`src/rtl/jtcontra_pkg.sv`:
```
// Shared types for the ROM slot responder: slot ids, FSM states, SDRAM address width.
// Latency: none (types only); backpressure: n/a.
package jtcontra_pkg;

    localparam int SDRAM_AW = 22;

    typedef enum logic [1:0] {
        SLOT_MAIN = 2'd0,
        SLOT_SND  = 2'd1,
        SLOT_PCM  = 2'd2
    } slot_e;

    typedef enum logic [1:0] {
        ST_IDLE = 2'd0,
        ST_REQ  = 2'd1,
        ST_WAIT = 2'd2
    } state_e;

endpackage

```
`src/rtl/jtcontra_rom_cache1.sv`:
```
// One-word cache for a byte-wide ROM slot; hit/ok/data are combinational from registered state.
// Latency: hit 0 cycles, fill visible the cycle after fill_en; backpressure: none, miss stays up until filled.
module jtcontra_rom_cache1
    import jtcontra_pkg::*;
#(
    parameter int AW = 17
) (
    input  logic          clk,
    input  logic          rst_n,
    input  logic          cs,
    input  logic [AW-1:0] addr,
    output logic [7:0]    data,
    output logic          ok,
    output logic          miss,
    input  logic          fill_en,
    input  logic [AW-2:0] fill_tag,
    input  logic [15:0]   fill_word
);

    logic          valid_q, valid_d;
    logic [AW-2:0] tag_q,   tag_d;
    logic [15:0]   word_q,  word_d;
    logic          hit;

    always_comb begin
        valid_d = valid_q;
        tag_d   = tag_q;
        word_d  = word_q;
        if (fill_en) begin
            valid_d = 1'b1;
            tag_d   = fill_tag;
            word_d  = fill_word;
        end
    end

    always_ff @(posedge clk or negedge rst_n) begin
        if (!rst_n) begin
            valid_q <= 1'b0;
            tag_q   <= '0;
            word_q  <= '0;
        end else begin
            valid_q <= valid_d;
            tag_q   <= tag_d;
            word_q  <= word_d;
        end
    end

    assign hit  = cs & valid_q & (addr[AW-1:1] == tag_q);
    assign ok   = hit;
    assign miss = cs & ~hit;
    assign data = addr[0] ? word_q[15:8] : word_q[7:0];

endmodule

```
`src/rtl/jtcontra_rom_slots.sv`:
```
// Serves main/snd/pcm byte ROM slots from one 16-bit SDRAM read port, fixed priority main > snd > pcm.
// Latency: miss->req 1 cycle, ok the cycle after data_rdy; backpressure: sdram_req held until sdram_ack, one read in flight.
module jtcontra_rom_slots
    import jtcontra_pkg::*;
#(
    parameter int                  MAIN_AW     = 17,
    parameter int                  SND_AW      = 15,
    parameter int                  PCM_AW      = 17,
    parameter logic [SDRAM_AW-1:0] MAIN_OFFSET = 22'h00_0000,
    parameter logic [SDRAM_AW-1:0] SND_OFFSET  = 22'h01_0000,
    parameter logic [SDRAM_AW-1:0] PCM_OFFSET  = 22'h01_4000
) (
    input  logic                clk,
    input  logic                rst_n,
    input  logic                main_cs,
    input  logic [MAIN_AW-1:0]  main_addr,
    output logic [7:0]          main_data,
    output logic                main_ok,
    input  logic                snd_cs,
    input  logic [SND_AW-1:0]   snd_addr,
    output logic [7:0]          snd_data,
    output logic                snd_ok,
    input  logic                pcm_cs,
    input  logic [PCM_AW-1:0]   pcm_addr,
    output logic [7:0]          pcm_data,
    output logic                pcm_ok,
    output logic                sdram_req,
    output logic [SDRAM_AW-1:0] sdram_addr,
    input  logic                sdram_ack,
    input  logic                data_rdy,
    input  logic [15:0]         data_read
);

    localparam int MAX_AW = (MAIN_AW > SND_AW) ? ((MAIN_AW > PCM_AW) ? MAIN_AW : PCM_AW)
                                               : ((SND_AW  > PCM_AW) ? SND_AW  : PCM_AW);
    localparam int TW = MAX_AW - 1;

    state_e              state_q,   state_d;
    slot_e               slot_q,    slot_d;
    logic [TW-1:0]       lat_tag_q, lat_tag_d;
    logic                req_q,     req_d;
    logic [SDRAM_AW-1:0] addr_q,    addr_d;

    logic main_miss, snd_miss, pcm_miss;
    logic fill;

    // A same-cycle ack+data_rdy in REQ counts as a completed read.
    assign fill = data_rdy & ((state_q == ST_WAIT) | ((state_q == ST_REQ) & sdram_ack));

    always_comb begin
        state_d   = state_q;
        slot_d    = slot_q;
        lat_tag_d = lat_tag_q;
        req_d     = req_q;
        addr_d    = addr_q;
        case (state_q)
            ST_IDLE: begin
                if (main_miss) begin
                    slot_d    = SLOT_MAIN;
                    lat_tag_d = TW'(main_addr[MAIN_AW-1:1]);
                    addr_d    = MAIN_OFFSET + SDRAM_AW'(main_addr[MAIN_AW-1:1]);
                    req_d     = 1'b1;
                    state_d   = ST_REQ;
                end else if (snd_miss) begin
                    slot_d    = SLOT_SND;
                    lat_tag_d = TW'(snd_addr[SND_AW-1:1]);
                    addr_d    = SND_OFFSET + SDRAM_AW'(snd_addr[SND_AW-1:1]);
                    req_d     = 1'b1;
                    state_d   = ST_REQ;
                end else if (pcm_miss) begin
                    slot_d    = SLOT_PCM;
                    lat_tag_d = TW'(pcm_addr[PCM_AW-1:1]);
                    addr_d    = PCM_OFFSET + SDRAM_AW'(pcm_addr[PCM_AW-1:1]);
                    req_d     = 1'b1;
                    state_d   = ST_REQ;
                end
            end
            ST_REQ: begin
                if (sdram_ack) begin
                    req_d   = 1'b0;
                    state_d = data_rdy ? ST_IDLE : ST_WAIT;
                end
            end
            ST_WAIT: begin
                if (data_rdy) state_d = ST_IDLE;
            end
            default: state_d = ST_IDLE;
        endcase
    end

    always_ff @(posedge clk or negedge rst_n) begin
        if (!rst_n) begin
            state_q   <= ST_IDLE;
            slot_q    <= SLOT_MAIN;
            lat_tag_q <= '0;
            req_q     <= 1'b0;
            addr_q    <= '0;
        end else begin
            state_q   <= state_d;
            slot_q    <= slot_d;
            lat_tag_q <= lat_tag_d;
            req_q     <= req_d;
            addr_q    <= addr_d;
        end
    end

    assign sdram_req  = req_q;
    assign sdram_addr = addr_q;

    jtcontra_rom_cache1 #(.AW(MAIN_AW)) u_main (
        .clk       (clk),
        .rst_n     (rst_n),
        .cs        (main_cs),
        .addr      (main_addr),
        .data      (main_data),
        .ok        (main_ok),
        .miss      (main_miss),
        .fill_en   (fill & (slot_q == SLOT_MAIN)),
        .fill_tag  (lat_tag_q[MAIN_AW-2:0]),
        .fill_word (data_read)
    );

    jtcontra_rom_cache1 #(.AW(SND_AW)) u_snd (
        .clk       (clk),
        .rst_n     (rst_n),
        .cs        (snd_cs),
        .addr      (snd_addr),
        .data      (snd_data),
        .ok        (snd_ok),
        .miss      (snd_miss),
        .fill_en   (fill & (slot_q == SLOT_SND)),
        .fill_tag  (lat_tag_q[SND_AW-2:0]),
        .fill_word (data_read)
    );

    jtcontra_rom_cache1 #(.AW(PCM_AW)) u_pcm (
        .clk       (clk),
        .rst_n     (rst_n),
        .cs        (pcm_cs),
        .addr      (pcm_addr),
        .data      (pcm_data),
        .ok        (pcm_ok),
        .miss      (pcm_miss),
        .fill_en   (fill & (slot_q == SLOT_PCM)),
        .fill_tag  (lat_tag_q[PCM_AW-2:0]),
        .fill_word (data_read)
    );

endmodule

```
`config.mk`:
```
export PLATFORM = sky130hd
export DESIGN_NAME = jtcontra_rom_slots
export DESIGN_NICKNAME = d
export VERILOG_FILES = /design/src/rtl/jtcontra_pkg.sv /design/src/rtl/jtcontra_rom_cache1.sv /design/src/rtl/jtcontra_rom_slots.sv
export SDC_FILE = /design/constraint.sdc
export NUM_CORES = 1
export LEC_CHECK = 0
export BUFFER_PORTS_ARGS = -buffer_cell sky130_fd_sc_hd__buf_4
export CAP_MARGIN = 10
export CORE_MARGIN = 2
export CORE_UTILIZATION = 57
export CTS_BUF_LIST = sky130_fd_sc_hd__clkbuf_4 sky130_fd_sc_hd__clkbuf_8
export DETAILED_ROUTE_END_ITERATION = 12
export PLACE_DENSITY = 0.82
export SYNTH_ARGS = -nofsm -noshare
export SYNTH_HDL_FRONTEND = slang
export SYNTH_SLANG_ARGS = --single-unit
```
`constraint.sdc`:
```
create_clock -name clk -period 3.6 [get_ports clk]
set_input_delay 0.72 -clock clk [delete_from_list [all_inputs] [get_ports clk]]
set_output_delay 0.72 -clock clk [all_outputs]
set_load 0.1 [all_outputs]
```
### After elaboration in Yosys (flattened, before gate mapping)

Cells that the tools add are included.
W data, S select, Z words.

| operators by class | value |
|---|---|
| add/subtract/negate cells | 2 |
| $mul | 0 |
| divide/modulo/power cells | 0 |
| order comparisons | 0 |
| equality and inequality tests | 10 |
| shift operators | 0 |
| muxes and demuxes | 24 |
| bitwise operators | 18 |
| reductions and logical operators | 7 |

Operators by type and width:

| operator | number |
|---|---|
| $mux W22 | 3 |
| $mux W16 | 3 |
| $eq A16 B16 Y1 | 2 |
| $mux W8 | 3 |
| $add A17 B14 Y18 const A | 1 |
| $add A17 B16 Y18 const A | 1 |
| $mux W2 | 9 |
| $and A1 B1 Y1 | 14 |
| $eq A14 B14 Y1 | 1 |
| $pmux W2 S3 | 1 |
| $reduce_and A3 Y1 | 2 |
| $eq A2 B1 Y1 const B | 2 |
| $eq A2 B2 Y1 const B | 2 |
| $logic_not A2 Y1 | 2 |
| $mux W1 | 4 |
| $ne A2 B2 Y1 const B | 2 |
| $ne A4 B4 Y1 const B | 1 |
| $not A1 Y1 | 3 |
| $reduce_bool A3 Y1 | 1 |
| $pmux W1 S2 | 1 |
| $reduce_and A2 Y1 | 1 |
| $reduce_bool A2 Y1 | 1 |
| $or A1 B1 Y1 | 1 |

| word-level totals | value |
|---|---|
| register bits | 140 |
| bits in latches | 0 |
| RAM bits | 0 |
| memory bits (read-only) | 0 |
| bits of input ports | 72 |
| output and inout bits | 50 |
| word-level logic and storage cells | 75 |
| memories kept | 0 |

### Logic depth before layout (Yosys ltp)

| logic depth | value |
|---|---|
| word-level depth | 8 |
| gate-level depth with buffers | 7 |
| gate-level depth less buffers | 6 |

### Modules after synthesis

A second synthesis with hierarchy kept.

| second synthesis, totals | value |
|---|---|
| cells, all modules | 455 |
| area, all modules | 5975.7 um2 |

By module, submodules not included:

| module | times used | cells an instance | area an instance (um2) | seq. area each (um2) |
|---|---|---|---|---|
| jtcontra_rom_cache1 at u_main ... | 2 | 103 | 1492.7 | 825.8 |
| jtcontra_rom_slots | 1 | 153 | 1580.3 | 625.6 |
| jtcontra_rom_cache1 at u_snd | 1 | 96 | 1410.1 | 775.7 |

### Worst setup path after synthesis

OpenSTA, ideal clock, no wires.

| timing | value |
|---|---|
| path kind | input to output |
| start | in snd_addr[8] |
| end | out snd_ok |
| arrival | 4.149 ns |
| required time | 2.880 ns |
| slack | -1.269 ns |
| stages on the path | 4 |
| buffers on the path | 0 |
| path through | xor2_1 nor4_1 nand2_1 nor4_1 |

| between the ends | value |
|---|---|
| word-level cells in the longest chain between the ends | 2 |

Ends and longest elaborated chain:

| item | RTL line | text |
|---|---|---|
| start, declared | jtcontra_rom_slots.sv:20 | `input logic [SND_AW-1:0] snd_addr,` |
| $eq A14 B14 Y1 | jtcontra_rom_cache1.sv:48 | `assign hit = cs & valid_q & (addr[AW-1:1] == tag_q);` |
| $and A1 B1 Y1 | jtcontra_rom_cache1.sv:48 |  |
| end, declared | jtcontra_rom_slots.sv:22 | `output logic snd_ok,` |

Every way passes these cells.

### Worst setup path in the final report

| timing | value |
|---|---|
| start | in snd_addr[1] |
| end | reg lat_tag_q[6] |

| between the ends | value |
|---|---|
| word-level cells in the longest chain between the ends | 6 |
| elaborated cells on any way between the ends | 8 |
| classes of those cells | eq/ne: 1; mux: 2; bitwise: 3; reduce/logical: 2 |

Ends and longest elaborated chain:

| item | RTL line | text |
|---|---|---|
| $eq A14 B14 Y1 (*) | jtcontra_rom_cache1.sv:48 |  |
| $and A1 B1 Y1 (*) | jtcontra_rom_cache1.sv:48 |  |
| $not A1 Y1 (*) | jtcontra_rom_cache1.sv:50 | `assign miss = cs & ~hit;` |
| $and A1 B1 Y1 (*) | jtcontra_rom_cache1.sv:50 |  |
| $reduce_bool A3 Y1 (no source line) or $mux W16 (tied branches) | -- |  |
| $reduce_and A2 Y1 (no source line) or $mux W16 (tied branches) | -- |  |
| end signal, assigned | jtcontra_rom_slots.sv:101 | `lat_tag_q <= lat_tag_d;` |
| end, declared | jtcontra_rom_slots.sv:40 | `logic [TW-1:0] lat_tag_q, lat_tag_d;` |

Mark *: on every way between the ends. The rest lies on a longest branch, timed or not.
A chain may end at the register's enable or synchronous reset.

==> impl_results.md <==
- Worst clock skew on the final layout: 0.0139 ns
- Number of enable-type register cells in the synthesized netlist: 0
- Via count of the routed design: between 3,000 and 4,000
- Family of cells with the greatest summed delay on the critical path: multiplexers
- Global placement routability congestion: 0.838
- Antenna diodes: 0
- Overall power consumption: 7.77 mW
- TritonCTS clock tree: yes
- Cell type with the largest total area after synthesis: sky130_fd_sc_hd__dfrtp_1
- Fill count: 702
- Residual DRC: 0
- Setup violators final: 0
- Portion of the post-synthesis area used by sequential elements: 50.3%
- Clock tree root driver cell: sky130_fd_sc_hd__clkbuf_8
- Startpoint type of the worst setup path: input port
- Area growth syn-to-layout: 22.8%
- Min Tclk post-route: about 3.0 ns
- Netlist area before placement: 6070 µm²
- Cell with the most instances after synthesis: sky130_fd_sc_hd__mux2_2
- Flop and latch count out of synthesis: 122
- Worst-case vdd ir drop: 0.789 mV
- Clk slew on worst S/H paths: 0.08 ns
- Number of CTS-inserted buffers: 17
- Starting density of the core: roughly 59%
- Finished Cell Area: 7450 µm²
- Logic depth of the worst setup path including buffers: 8
- Die width: approximately 110 µm
- Synth top cells by count: sky130_fd_sc_hd__mux2_2, sky130_fd_sc_hd__dfrtp_1, sky130_fd_sc_hd__xor2_1
- Tightest Pin Transition: about 0.86 ns
- Outcome: complete, no violations
- Classification of the worst-slack hold path: in2async
- Core region area: ~10,000 µm²
- Distinct cell type count after synthesis: 33
- Peak Freq: 0.335 GHz
- Antenna violations before repair: 0
- Crit-path cells: buf_4 -> xnor2_1 -> or4bb_4 -> o41ai_4 -> buf_4 -> mux2_2 -> mux2_2 -> mux2_4
- CP Max Fanout: 7
- Largest stage delay on the critical path: 0.58 ns
- Top-area cell type share of the netlist area: around half
- Kind of critical path: in2reg
- Setup slack on the worst flop-to-flop path: 0.62 ns
- Post-detailed-route via-to-cell ratio: 5.44
- Setup Buffers After CTS: 0
- Clock insertion delay at the later pin of the skew report: 0.43 ns
- Clock H-tree levels: 4
- Share of post-route cells with drive strength above 1: 60.4%
- CP Buf/Inv Count: 2
- Fin cells: 699
- Total routing resource utilization after global routing: between 20 and 25%
- Yosys warnings: 0
- Resized Gates After CTS: 0
- Hold Violations, Final: 0
- Total overflow reported by the global router: 0
- Routed WL per cell: 19.0 µm
- Data arrival, critical path: about 3.3 ns
- Router iterations before antenna repair: 4
- Final worst-path cycle share: 83.0%
- Worst-case clock buffer depth: 2
- Post-DP HPWL: 9710 µm
- Syn Inst Count: around 430
- Clock sink total: 122
- Antenna violation net count after detailed routing: 0
- Max Slew Vio Count: 0
- Height of the chip: 107 µm
- Worst max-slew margin expressed relative to the limit: 42.4%
- Avg Cell Area, Syn: 14.0 µm²
- Cell area after placement: 7030 µm²
- Setup repair after global routing missed its margin: false
- Data required time of the worst path: 3.91 ns
- Max cap viols: 0
- LEAKAGE: 3.44 nW
- Cell types occupying the most area after synthesis: sky130_fd_sc_hd__dfrtp_1, sky130_fd_sc_hd__mux2_2, sky130_fd_sc_hd__xor2_1
- Most used flip-flop cell after synthesis: sky130_fd_sc_hd__dfrtp_1
- Net total in the final layout: 623
- Wire length of the first global-routing pass: approximately 21,000 µm
- Number of buffers added to fix hold violations after cts: 0
- Number of DRC markers in iteration 0: 163
- Cell with the largest stage delay on the worst path: sky130_fd_sc_hd__or4bb_4
- Count of pins on the block boundary: 122
- Post-detailed-routing wire length: 13,300 µm
- Number of buffers inserted by port buffering: 117
- Cell count after placement: 667
- PwrDens: about 1000 nW/µm²
- Area of the die: approximately 11,000 µm²
- Path depth of the worst reg2reg path: 7
- Std-Cell Rows: 37
- Crit path capture type: flip-flop
- Async set or reset register ratio after synthesis: 100%
- Number of global-route vias before repair: roughly 4,200
- Pin count of the biggest net entering global routing: 84
-- layer usage --
layer	part of all wire [%]	track usage [%]	vias to the layer above
met5	0	0	-
met3	6.0	7.05	12
met2	50	42.0	116
met1	43	31.1	1921
li1	-	-	1755
met4	0.93	7.42	0
-- placed cells by master (no fill, tap or decap), drive strengths merged, types with 4 or more instances in the layout --
| master | n |
|---|---|
| nand2 | 11 |
| nor3 | 4 |
| nand4 | 5 |
| conb | 4 |
| mux2 | 166 |
| xor2 | 32 |
| nor4 | 9 |
| clkbuf | 17 |
| xnor2 | 14 |
| clkinv | 6 |
| inv | 9 |
| nand3 | 4 |
| buf | 130 |
| mux2i | 5 |
| dfrtp | 122 |
-- power breakdown --
part	total (mW)	switching (mW)	leakage (nW)	internal, mW
Sequential	2.51	0.475	1.48	2.04
Clock	1.28	0.587	0.203	0.697
Combinational	3.97	2.62	1.76	1.35
-- metrics by stage --
step	hold WS (ns)	utilization (%)	worst slack [ns]	TNS, ns
after detailed placement	0.470	68.1	0.190	0
after CTS	0.264	72.2	0.628	0
after global placement	0.449	68.1	0.252	0
after floorplan	0.424	-	-0.0879	-0.0879
final	0.266	72.2	0.613	0
after global routing	0.292	72.2	0.545	0
-- cells by family after synthesis --
family          synth area share [%]
other cells                   0.0618
compound gates                  1.92
simple gates                    4.06
buf+inv                         4.21
xor+xnor                        6.64
mux                             32.6
flops                           50.3
fa+ha+maj                      0.206
-- area by class of cell --
type | count | area, µm² | area share [%]
Clock buffer | 17 | 234 | 3.14
Clock inverter | 15 | 191 | 2.57
Inverter | 6 | 22.5 | 0.302
Multi-Input combinational cell | 273 | 2790 | 37.5
Sequential cell | 122 | 3050 | 41.0
Tap cell | 136 | 170 | 2.28
Timing Repair Buffer | 130 | 988 | 13.3
-- state kept, by name (all words and copies together) (netlist names) --
signal,cells
lat_tag_q,16
sdram_addr,4
sdram_req,1
slot_q,2
state_q,2
u_main.tag_q,16
u_main.valid_q,1
u_main.word_q,16
u_pcm.tag_q,16
u_pcm.valid_q,1
u_pcm.word_q,16
u_snd.tag_q,14
u_snd.valid_q,1
u_snd.word_q,16
-- worst reg2reg max path, stage by stage, from the launching register on --
cell	delay (ns)
sky130_fd_sc_hd__dfrtp_1	0.39
sky130_fd_sc_hd__xnor2_1	0.25
sky130_fd_sc_hd__or4bb_4	0.58
sky130_fd_sc_hd__o41ai_4	0.51
sky130_fd_sc_hd__buf_4	0.27
sky130_fd_sc_hd__mux2_2	0.35
sky130_fd_sc_hd__mux2_2	0.27
sky130_fd_sc_hd__mux2_4	0.26
-- path summary, 6_finish.rpt --
path,start,end
min in group clk,data_rdy,state_q[1]
worst min register to register,u_main.valid_q,u_main.valid_q
max in group asynchronous,rst_n,u_snd.word_q[11]
worst max-delay path,snd_addr[1],lat_tag_q[6]
worst max register to register,u_snd.tag_q[0],lat_tag_q[6]
worst min-delay path,rst_n,u_pcm.tag_q[4]
(Power assumes the default switching activity.)
